===== src/rtl/vec_acc_driver.sv =====
// Sequencer that loads complex double vectors, drives a vector multiply-accumulate unit and streams its results.
// Optional watchdog on WAIT_DONE is enabled with macro VEC_ACC_DRIVER_TIMEOUT_EN.
module vec_acc_driver #(
   parameter int mat_add_gen = 2,
   parameter int rows        = 4,
   parameter int timeout     = 4096
) (
   input  logic                      clk,
   input  logic                      rst,
   input  logic                      go,
   input  logic [63:0]               in_real,
   input  logic [63:0]               in_imag,
   input  logic                      in_stb,
   output logic                      in_ack,
   output logic [64*mat_add_gen-1:0] a_real,
   output logic [64*mat_add_gen-1:0] a_imag,
   output logic [64*mat_add_gen-1:0] b_real,
   output logic [64*mat_add_gen-1:0] b_imag,
   output logic                      valid,
   output logic                      start,
   output logic                      out_read_ack,
   input  logic [63:0]               z_real,
   input  logic [63:0]               z_imag,
   input  logic                      done,
   output logic [63:0]               res_real,
   output logic [63:0]               res_imag,
   output logic                      res_stb,
   input  logic                      res_ack,
   output logic                      busy,
   output logic                      err
);

   localparam int KW = (mat_add_gen > 1) ? $clog2(mat_add_gen) : 1;
   localparam logic [KW-1:0] K_LAST   = KW'(mat_add_gen - 1);
   localparam logic [15:0]   ROW_LAST = 16'(rows - 1);

   typedef enum logic [2:0] {
      IDLE, LOAD_X, LOAD_ROW, ISSUE, WAIT_DONE, RELEASE, WAIT_CLR, EMIT
   } state_t;

   state_t state, state_nxt;
   logic [KW-1:0] k;
   logic [15:0]   row_cnt;
   logic          take;
   logic          timeout_hit;
   logic          abort_ack;

   assign take = in_ack && in_stb;

`ifdef VEC_ACC_DRIVER_TIMEOUT_EN
   logic [31:0] wait_cnt;

   // Counts cycles spent in WAIT_DONE; a late done still wins over the watchdog.
   always_ff @(posedge clk or posedge rst) begin
      if (rst) begin
         wait_cnt <= '0;
      end else if (state == WAIT_DONE) begin
         wait_cnt <= wait_cnt + 32'd1;
      end else begin
         wait_cnt <= '0;
      end
   end

   assign timeout_hit = (state == WAIT_DONE) && !done && (wait_cnt == 32'(timeout - 1));

   always_ff @(posedge clk or posedge rst) begin
      if (rst) begin
         err       <= 1'b0;
         abort_ack <= 1'b0;
      end else begin
         abort_ack <= timeout_hit;
         if (timeout_hit) begin
            err <= 1'b1;
         end else if ((state == IDLE) && go) begin
            err <= 1'b0;
         end
      end
   end
`else
   assign timeout_hit = 1'b0;
   assign abort_ack   = 1'b0;
   assign err         = 1'b0;
`endif

   always_ff @(posedge clk or posedge rst) begin
      if (rst) begin
         state <= IDLE;
      end else begin
         state <= state_nxt;
      end
   end

   always_comb begin
      state_nxt = state;
      case (state)
         IDLE:      if (go) state_nxt = LOAD_X;
         LOAD_X:    if (take && (k == K_LAST)) state_nxt = LOAD_ROW;
         LOAD_ROW:  if (take && (k == K_LAST)) state_nxt = ISSUE;
         ISSUE:     state_nxt = WAIT_DONE;
         WAIT_DONE: begin
            if (done) begin
               state_nxt = RELEASE;
            end else if (timeout_hit) begin
               state_nxt = IDLE;
            end
         end
         RELEASE:   state_nxt = WAIT_CLR;
         // done lingers after out_read_ack; the old result must not be re-taken.
         WAIT_CLR:  if (!done) state_nxt = EMIT;
         EMIT: begin
            if (res_ack) begin
               state_nxt = (row_cnt == ROW_LAST) ? IDLE : LOAD_ROW;
            end
         end
         default:   state_nxt = IDLE;
      endcase
   end

   always_comb begin
      in_ack       = (state == LOAD_X) || (state == LOAD_ROW);
      valid        = (state == ISSUE) || (state == WAIT_DONE);
      start        = (state == ISSUE) || (state == WAIT_DONE);
      out_read_ack = (state == RELEASE) || abort_ack;
      res_stb      = (state == EMIT);
      busy         = (state != IDLE);
   end

   // Operand slots are only written while loading, so they stay stable through the handshake.
   always_ff @(posedge clk or posedge rst) begin
      if (rst) begin
         k        <= '0;
         row_cnt  <= '0;
         a_real   <= '0;
         a_imag   <= '0;
         b_real   <= '0;
         b_imag   <= '0;
         res_real <= '0;
         res_imag <= '0;
      end else begin
         if ((state == IDLE) && go) begin
            row_cnt <= '0;
            k       <= '0;
         end
         if (take) begin
            k <= (k == K_LAST) ? '0 : k + 1'b1;
            for (int i = 0; i < mat_add_gen; i++) begin
               if (k == KW'(i)) begin
                  if (state == LOAD_X) begin
                     b_real[i*64 +: 64] <= in_real;
                     b_imag[i*64 +: 64] <= in_imag;
                  end else begin
                     a_real[i*64 +: 64] <= in_real;
                     a_imag[i*64 +: 64] <= in_imag;
                  end
               end
            end
         end
         if ((state == WAIT_DONE) && done) begin
            res_real <= z_real;
            res_imag <= z_imag;
         end
         if ((state == EMIT) && res_ack && (row_cnt != ROW_LAST)) begin
            row_cnt <= row_cnt + 16'd1;
         end
      end
   end

endmodule


===== config.mk =====
export PLATFORM = sky130hd
export DESIGN_NAME = vec_acc_driver
export DESIGN_NICKNAME = d
export VERILOG_FILES = /design/src/rtl/vec_acc_driver.sv
export SDC_FILE = /design/constraint.sdc
export NUM_CORES = 1
export LEC_CHECK = 0
export CORE_AREA = 3 3 352 354
export CTS_CLUSTER_SIZE = 10
export DETAILED_ROUTE_END_ITERATION = 12
export DIE_AREA = 0 0 355 357
export GPL_ROUTABILITY_DRIVEN = 0
export GPL_TIMING_DRIVEN = 0
export PLACE_DENSITY = 0.51
export SLEW_MARGIN = 20
export SYNTH_ARGS = -nofsm -noshare
export SYNTH_HDL_FRONTEND = slang
export SYNTH_SLANG_ARGS = --single-unit

===== constraint.sdc =====
create_clock -name clk -period 22.5 [get_ports clk]
set_input_delay 3.375 -clock clk [delete_from_list [all_inputs] [get_ports clk]]
set_output_delay 3.375 -clock clk [all_outputs]
set_load 0.03 [all_outputs]

==> reports/results.txt, run 1 <==
R2R Setup Slk = 19.61 ns
peak supply drop = 0.0988 mV
commonest register cell after synthesis = dfrtp_1
register area share after synthesis = 0.640
reg2reg path depth = 6
grt total ovfl = 0
largest cells by area after synthesis = dfrtp_1 64%, mux2_2 17%, mux2_4 13%, buf_6 1.2%, mux2_1 0.87%
crit-path cells = buf_4, nor2b_1, nand2_1, o21ai_0, buf_4, clkdlybuf4s50_1
Vias/cell = 4.00
Syn Std Cell Area = 0.0258 mm2
Port-buffer cells = 907
Reg2Reg Capture Point = a_imag[54]$_DFFE_PP0P_
outcome = complete, no violations
final WL = 94400 um
Worst-Margin Slew = 0.813 ns
CTS tree = yes
Max Freq = 168 MHz
Hold Fails Final Rpt = 0
slowest cell delay on critical path = 0.66 ns
Final Setup Violations = 0
die span in x = 355 um
share of layout cells above drive strength 1 = 0.320
Yosys reg bits = 660
critical path arrival = 2.57 ns
CORE AREA = 0.121 mm2
Hold Path Depth = 1
crit end category = primary output
initial core utilization = 0.213
register area = 0.0165 mm2
average footprint of a synthesized cell = 17.3 um2
CP bufs+invs = 3
CP delay by family, top = buffers and inverters
layout net count = 2747
vias in the first global route = 18500
Die H = 357 um
DIE AREA = 0.127 mm2
clk buf depth = 3
GRT Overall Usage = 0.144
Multi-input gate area = 0.00871 mm2
pre-CTS setup slack = 15.95 ns
Clk Latency, worst-skew pair = 0.62 ns
total number of vias = 16600
clock period minus worst slack = 5.94 ns
worst hold slack = 0.488 ns
CTS Hold Bufs = 0
Layout Skew = 0.0138 ns
H-tree lvl count = 3
pwr/cell area = 154 mW/mm2
# DRC = 0
wire length per cell after detailed routing = 22.7 um
Setup crit end = valid
Clock Tree Root = clkbuf_16
max cap viols = 0
hold path startpoint = b_real[76]$_DFFE_PP0P_
net count after synthesis = 1752
setup TNS = 0 ns
EDFF count, synth = 0
initial antenna violation count = 19
critical path required time = 19.12 ns
critical path launch point type = flip-flop
num rows = 128
Post-CTS Repair Setup Buffers = 0
warnings from Yosys = 0
Post-DP HPWL = 72200 um
PnR worst setup slack = 16.56 ns
Pre-Repair DR Iteration Count = 4
Ports = 909
async set-reset flop share out of synthesis = 1.00
post-synth cell types = 43
Final Max Tran Viols = 0
post-cts resize count = 0
area share of the largest cell type after synthesis = 0.640
Cells after Synth = 1489
largest net degree at the start of global routing = 107
antenna-violating nets left = 0
critical path startpoint = state[1]$_DFFE_PP0P_
crit path max fanout = 10
DRT iter0 DRCs = 750
Final Power = 6060 uW
largest area contributor in the netlist = dfrtp_1
LEAKAGE = 0.0177 uW
Max-slew headroom = 0.454
RSZ-0062 raised after global routing = no
clock sink count = 660
dpl cells = 4027
first-pass GRT wire length = 135000 um
crit share post-route = 0.264
kind of critical path = flip-flop to primary output
Layout Cells excl Fill = 4150
CTS Buf Count = 80
Worst path slowest cell = clkdlybuf4s50_1
HP Class = flip-flop to flip-flop
Critical Path Most Common Cell = buf_4
reg2reg start = state[2]$_DFFE_PP0P_
Stages on worst setup path = 6
filler cell count = 12000
synth-to-layout area growth = 52.5%
Clock transition at path regs = 0.05 ns
state kept, by name, indices dropped and copies added, names as in the netlist:
register  count
res_real     64
res_imag     64
k             1
a_imag      128
state         3
row_cnt      16
b_imag      128
a_real      128
b_real      128
cell type report:
type                       instances  share of cell area
tap                             1625              0.0516
sequential                       660               0.419
buffer                            77              0.0146
inverter                           6            0.000762
clock inverter                     8             0.00232
clock buffer                     107              0.0549
multi-input combinational        746               0.221
timing repair buffer             913               0.235
antenna                            8            0.000508
cell families (layout without fill, tap and decap cells):
| kind of cell | Yosys count | after routing | synth area share |
|---|---|---|---|
| compound gates | 14 | 14 | 0.00378 |
| xor+xnor | 3 | 3 | 0.00102 |
| fa+ha+maj | 1 | 1 | 0.000484 |
| mux | 653 | 653 | 0.316 |
| other cells | 1 | 9 | 0.000145 |
| simple gates | 74 | 74 | 0.0159 |
| buf+inv | 83 | 1111 | 0.0231 |
| flops | 660 | 660 | 0.640 |
where the power goes:
| part | switching (uW) | internal, uW | leakage [uW] |
|---|---|---|---|
| Sequential | 287 | 1680 | 0.00846 |
| Combinational | 1590 | 1340 | 0.00816 |
| Clock | 489 | 675 | 0.00110 |
| Total | 2370 | 3700 | 0.0177 |
cell usage in the layout (no fill, tap or decap), types with 3 or more instances in the layout:
master / synthesis / final
inv_6: 0 / 4
and2_1: 3 / 3
buf_6: 28 / 28
mux2_2: 400 / 400
nand2b_1: 5 / 5
nand3_1: 7 / 7
clkbuf_8: 0 / 6
diode_2: 0 / 8
and3_1: 6 / 6
clkbuf_1: 1 / 22
o21ai_0: 4 / 4
nand2_1: 22 / 22
clkbuf_16: 0 / 80
inv_1: 4 / 3
buf_16: 0 / 6
nand4_1: 6 / 6
mux2i_1: 13 / 13
nor2_1: 8 / 8
mux2_4: 220 / 220
nor3_1: 5 / 5
buf_4: 6 / 6
buf_2: 42 / 42
clkdlybuf4s50_1: 0 / 907
mux2_1: 20 / 20
dfrtp_1: 660 / 660
worst register-to-register path: stages (launching register included):
cell     delay (ns)
dfrtp_1        0.40
inv_2          0.08
nand2_1        0.11
nor3_1         0.68
buf_2          0.53
buf_2          0.54
mux2_2         0.42
how the worst min path moves through the flow:
stage,to,slack (ns)
floorplan,row_cnt[15]$_DFFE_PP0P_,0.45
global placement,b_real[80]$_DFFE_PP0P_,0.48
detailed placement,b_real[76]$_DFFE_PP0P_,0.48
CTS,b_real[76]$_DFFE_PP0P_,0.49
global route,b_real[78]$_DFFE_PP0P_,0.50
finish,b_real[76]$_DFFE_PP0P_,0.49
synthesized netlist by cell type, types with 7 or more instances:
library cell  instances
mux2_1               20
nand3_1               7
buf_6                28
nor2_1                8
mux2i_1              13
dfrtp_1             660
mux2_2              400
nand2_1              22
buf_2                42
mux2_4              220
metal layers:
layer  share of wire  up-vias  routed length [um]  GRT usage
met1            0.37     8511               35300      0.159
met4           0.031        2                2890     0.0506
li1                -     7255                   -          -
met5         0.00014        -                  13          0
met2            0.51      695               47800      0.253
met3           0.089      146                8400     0.0539
per-stage QoR:
stage / instance area [um2] / utilization
after detailed placement: 37100 / 0.306
after floorplan: 25800 / -
after global placement: 36900 / 0.304
after global routing: 39400 / 0.324
after CTS: 39400 / 0.324
final: 39400 / 0.324
(Power assumes the default switching activity.)
==> run 2, diff against run 1 <==
- clock period: 22.5 -> 5.09 ns (I/O delays scaled with it)
==> run 2 against run 1 <==
  * Wire length is 1.9% lower
  * Sequential share of layout area fell by 0.55 points
  * Global-route usage down 0.22 points
  * Worst setup slack got worse by 15 ns
  * Core utilization is 0.44 points higher
  * Critical endpoint unchanged
  * First-iteration DRC count fell by 4.7%
  * Worst hold slack worse by 0.00097 ns
  * Flip-flop and latch count did not move
==> reports/results.txt, run 2 (synthesis results as in run 1) <==
clock period minus worst slack = 3.41 ns
Clock transition at path regs = 0.06 ns
initial antenna violation count = 12
Sw Pwr = 10500 uW
RSZ-0062 raised after global routing = no
Final Max Tran Viols = 0
Ports = 909
met1 wire length = 34700 um
uppermost layer routed = met5
DIE AREA = 0.127 mm2
crit share post-route = 0.669
share of layout cells above drive strength 1 = 0.327
Reg power frac = 0.321
vias in the first global route = 18900
Net Sw Frac = 0.387
commonest non-fill, non-tap cell in the layout = clkdlybuf4s50_1
num rows = 128
H-tree lvl count = 3
Worst-Margin Slew = 0.685 ns
CTS Hold Bufs = 0
final WL = 92600 um
initial core utilization = 0.213
Layout Skew = 0.0325 ns
Layout Cells excl Fill = 4177
wire length per cell after detailed routing = 22.2 um
GRT Overall Usage = 0.142
dpl cells = 4044
Final Setup Violations = 0
grt total ovfl = 0
critical path launch point type = flip-flop
Clock Tree Root = clkbuf_16
DRT iter0 DRCs = 715
Max-slew headroom = 0.542
Die H = 357 um
# DRC = 0
Pre-Repair DR Iteration Count = 4
Max Freq = 294 MHz
kind of critical path = flip-flop to primary output
Vias/cell = 4.01
max cap viols = 0
Hold Fails Final Rpt = 0
logic gate share of total power = 0.477
largest net degree at the start of global routing = 37
clock share of power = 0.202
peak supply drop = 0.431 mV
post-cts resize count = 0
layout net count = 2766
Post-CTS Repair Setup Buffers = 0
critical path required time = 4.33 ns
clk buf depth = 3
outcome = complete, no violations
critical path arrival = 2.64 ns
total number of vias = 16700
Port-buffer cells = 907
met3 wire length = 7760 um
Internal = 16700 uW
CORE AREA = 0.121 mm2
synth-to-layout area growth = 54.5%
HP Class = flip-flop to flip-flop
antenna-violating nets left = 0
Clk Latency, worst-skew pair = 0.63 ns
CTS tree = yes
setup TNS = 0 ns
die span in x = 355 um
most frequent cells in the layout = 907 x clkdlybuf4s50_1, 660 x dfrtp_1, 400 x mux2_2
CTS Buf Count = 82
pwr/cell area = 681 mW/mm2
clock sink count = 660
routed wl met2 = 47000 um
crit end category = primary output
Post-DP HPWL = 71500 um
first-pass GRT wire length = 134000 um
LEAKAGE = 0.0180 uW
crit path max fanout = 10
[run 2: worst paths after layout]
kind                                        start                     end  slack [ns]  cells after the start
setup / recovery             state[0]$_DFFE_PP0P_                   valid        1.68                      4
hold / removal             b_real[66]$_DFFE_PP0P_  b_real[66]$_DFFE_PP0P_        0.49                      1
setup reg to reg             state[2]$_DFFE_PP0P_  a_real[19]$_DFFE_PP0P_        2.34                      6
hold reg to reg            b_real[66]$_DFFE_PP0P_  b_real[66]$_DFFE_PP0P_        0.49                      1
max in group asynchronous                     rst  b_real[79]$_DFFE_PP0P_        2.08                     11
min in group asynchronous                     rst  b_real[61]$_DFFE_PP0P_        0.60                      2
[run 2: cell type report]
type                            instances  area (um2)
Multi-Input combinational cell        746        8710
Clock buffer                          121        2370
Tap cell                             1625        2030
Inverter                                6        26.3
Fill cell                           11900       81500
Antenna cell                            4        10.0
Buffer                                 77         574
Clock inverter                          8         101
Timing Repair Buffer                  930        9570
Sequential cell                       660       16500
[run 2: power by group through the flow]
stage / logic (uW) / clock network, uW / registers [uW]
2_1_floorplan: 2850 / 0 / 12900
3_3_place_gp: 13000 / 0 / 8730
3_5_place_dp: 13100 / 0 / 8790
4_1_cts: 13200 / 5680 / 8740
5_1_grt: 13500 / 5910 / 9000
6_report: 13000 / 5490 / 8720
[run 2: through the flow]
| stage | utilization | setup WS (ns) | total power (uW) | instance area (um2) | hold slack (ns) |
|---|---|---|---|---|---|
| floorplan | - | -4.70 | 15700 | 25800 | 0.446 |
| global placement | 0.304 | -8.84 | 21700 | 36900 | 0.478 |
| detailed placement | 0.308 | 1.33 | 21900 | 37400 | 0.480 |
| CTS | 0.329 | 1.60 | 27600 | 39900 | 0.492 |
| global route | 0.329 | 1.56 | 28400 | 39900 | 0.507 |
| finish | 0.329 | 1.68 | 27200 | 39900 | 0.487 |
[run 2: worst max-delay path, cell delays in order (launching register included)]
cell and delay (ns):
dfrtp_1 0.42, buf_4 0.19, o21ai_0 0.52, buf_4 0.21, clkdlybuf4s50_1 0.66
[run 2: layer usage]
layer	up-vias	global-route usage
li1	7304	-
met1	8624	0.157
met2	661	0.250
met3	158	0.0529
met4	2	0.0466
met5	-	0
==> run 3, diff against run 2 <==
- clock period: 5.09 -> 2.75 ns (I/O delays scaled with it)
==> run 3 against run 2 <==
  * Final area barely moved
  * Die area stayed put
  * Global-route usage unchanged
  * Non-clock buffer count up 1
  * Power grew 85%
  * Critical endpoint is now start
  * Largest cell class unchanged
==> reports/results.txt, run 3 (synthesis results as in run 1) <==
outcome = complete, no violations
die span in x = 355 um
antenna-violating nets left = 0
initial antenna violation count = 12
Reg power frac = 0.321
clock share of power = 0.202
first-pass GRT wire length = 134000 um
CP delay by family, top = buffers and inverters
clk buf depth = 3
Hold Fails Final Rpt = 0
wire length per cell after detailed routing = 22.2 um
Clock Tree Root = clkbuf_16
peak supply drop = 0.796 mV
Final Power = 50300 uW
DIE AREA = 0.127 mm2
Global Route met2 Usage = 0.250
DRT iter0 DRCs = 759
# DRC = 0
reg2reg path depth = 6
Worst-Margin Slew = 0.661 ns
Port-buffer cells = 907
clock sink count = 660
crit share post-route = 0.957
CP bufs+invs = 2
logic gate share of total power = 0.477
CTS tree = yes
crit-path cells = buf_4, nor2b_1, nand2_1, o21ai_1, dlygate4sd2_1
layout net count = 2768
reg2reg start = state[2]$_DFFE_PP0P_
max cap viols = 0
total number of vias = 16800
Ports = 909
pwr/cell area = 1260 mW/mm2
share of layout cells above drive strength 1 = 0.329
CORE AREA = 0.121 mm2
GRT busiest layer = met2
critical path launch point type = flip-flop
crit path max fanout = 10
H-tree lvl count = 3
Reg2Reg Capture Point = a_real[19]$_DFFE_PP0P_
HP Class = primary input to async pin
Clock transition at path regs = 0.06 ns
RSZ-0062 raised after global routing = no
Post-DP HPWL = 71500 um
num rows = 128
met3 usage = 0.0529
Sw Pwr = 19500 uW
kind of critical path = flip-flop to primary output
synth-to-layout area growth = 54.6%
Layout Skew = 0.0332 ns
commonest non-fill, non-tap cell in the layout = clkdlybuf4s50_1
Clk Latency, worst-skew pair = 0.63 ns
critical path arrival = 2.22 ns
Max-slew headroom = 0.557
grt total ovfl = 0
LEAKAGE = 0.0180 uW
Worst path slowest cell = dlygate4sd2_1
slowest cell delay on critical path = 0.46 ns
utilization after layout = 0.329
final WL = 92700 um
R2R Setup Slk = 0.39 ns
largest net degree at the start of global routing = 37
critical path required time = 2.34 ns
clock period minus worst slack = 2.63 ns
Layout Cells excl Fill = 4178
Die H = 357 um
GRT Overall Usage = 0.142
Internal = 30800 uW
initial core utilization = 0.213
most frequent cells in the layout = 902 x clkdlybuf4s50_1, 660 x dfrtp_1, 400 x mux2_2
CTS Buf Count = 82
Vias/cell = 4.01
Net Sw Frac = 0.387
vias in the first global route = 18900
crit end category = primary output
Final Setup Violations = 0
met1 Track Usage GR = 0.157
Final Max Tran Viols = 0
Max Freq = 380 MHz
Pre-Repair DR Iteration Count = 4
dpl cells = 4044
run 3: changes by cell type in the layout (fill, tap and decap cells not counted):
cell,before,now
buf_2,42,41
buf_4,6,9
clkdlybuf4s50_1,907,902
clkinvlp_2,0,1
diode_2,4,3
dlygate4sd2_1,0,2
dlymetal6s2s_1,0,2
nor3_1,5,4
nor3_2,1,2
o21ai_0,4,3
o21ai_1,0,1
run 3: cell type report:
type	instances	area, um2
Clock buffer	121	2370
Clock inverter	8	101
Timing Repair Buffer	931	9580
Multi-Input combinational cell	746	8720
Fill cell	11900	81500
Inverter	6	26.3
Timing Repair inverter	1	5.00
Buffer	77	577
Sequential cell	660	16500
Antenna cell	3	7.51
Tap cell	1625	2030
run 3: routing by layer:
layer,wire length [um],part of all wire,vias to the layer above
met4,3140,0.034,2
met2,47000,0.51,651
li1,-,-,7310
met1,34800,0.37,8640
met5,13,0.00014,-
met3,7750,0.084,160
run 3: worst min-delay path, delay by kind of cell:
family | cells | cell delay (ns)
buf+inv | 3 | 0.87
run 3: worst max-delay path by stage:
stage,from,end,slack [ns],cells past startpoint
final,state[1]$_DFFE_PP0P_,start,0.12,5
after global routing,state[1]$_DFFE_PP0P_,start,0.001,5
after CTS,rst,b_real[79]$_DFFE_PP0P_,0.04,11
after detailed placement,rst,a_real[76]$_DFFE_PP0P_,-0.66,11
after global placement,rst,a_real[76]$_DFFE_PP0P_,-10.83,2
after floorplan,rst,a_imag[0]$_DFFE_PP0P_,-6.68,1
run 3: timing repair:
| item | 4_1_cts | 5_1_grt |
|---|---|---|
| buffers inserted | 0 | 1 |
| cloned | 0 | 1 |
| resized for setup | 6 | 3 |
| hold buffers | 0 | 0 |
| setup endpoints to repair | 43 | 28 |
run 3: stage by stage:
| step | hold slack, ns | TNS [ns] | setup WS (ns) | area [um2] |
|---|---|---|---|---|
| after floorplan | 0.446 | -4412.09 | -6.68 | 25800 |
| after global placement | 0.478 | -7087.85 | -10.83 | 36900 |
| after detailed placement | 0.480 | -93.59 | -0.658 | 37400 |
| after CTS | 0.201 | 0 | 0.0350 | 39900 |
| after global routing | 0.279 | 0 | 0.00119 | 39900 |
| final | 0.314 | 0 | 0.119 | 39900 |
run 3: power groups by stage:
stage	registers, uW	logic, uW	clock network [uW]
floorplan	23900	5280	0
global placement	16200	24100	0
detailed placement	16300	24300	0
CTS	16200	24400	10500
global route	16700	25000	10900
finish	16100	24000	10100
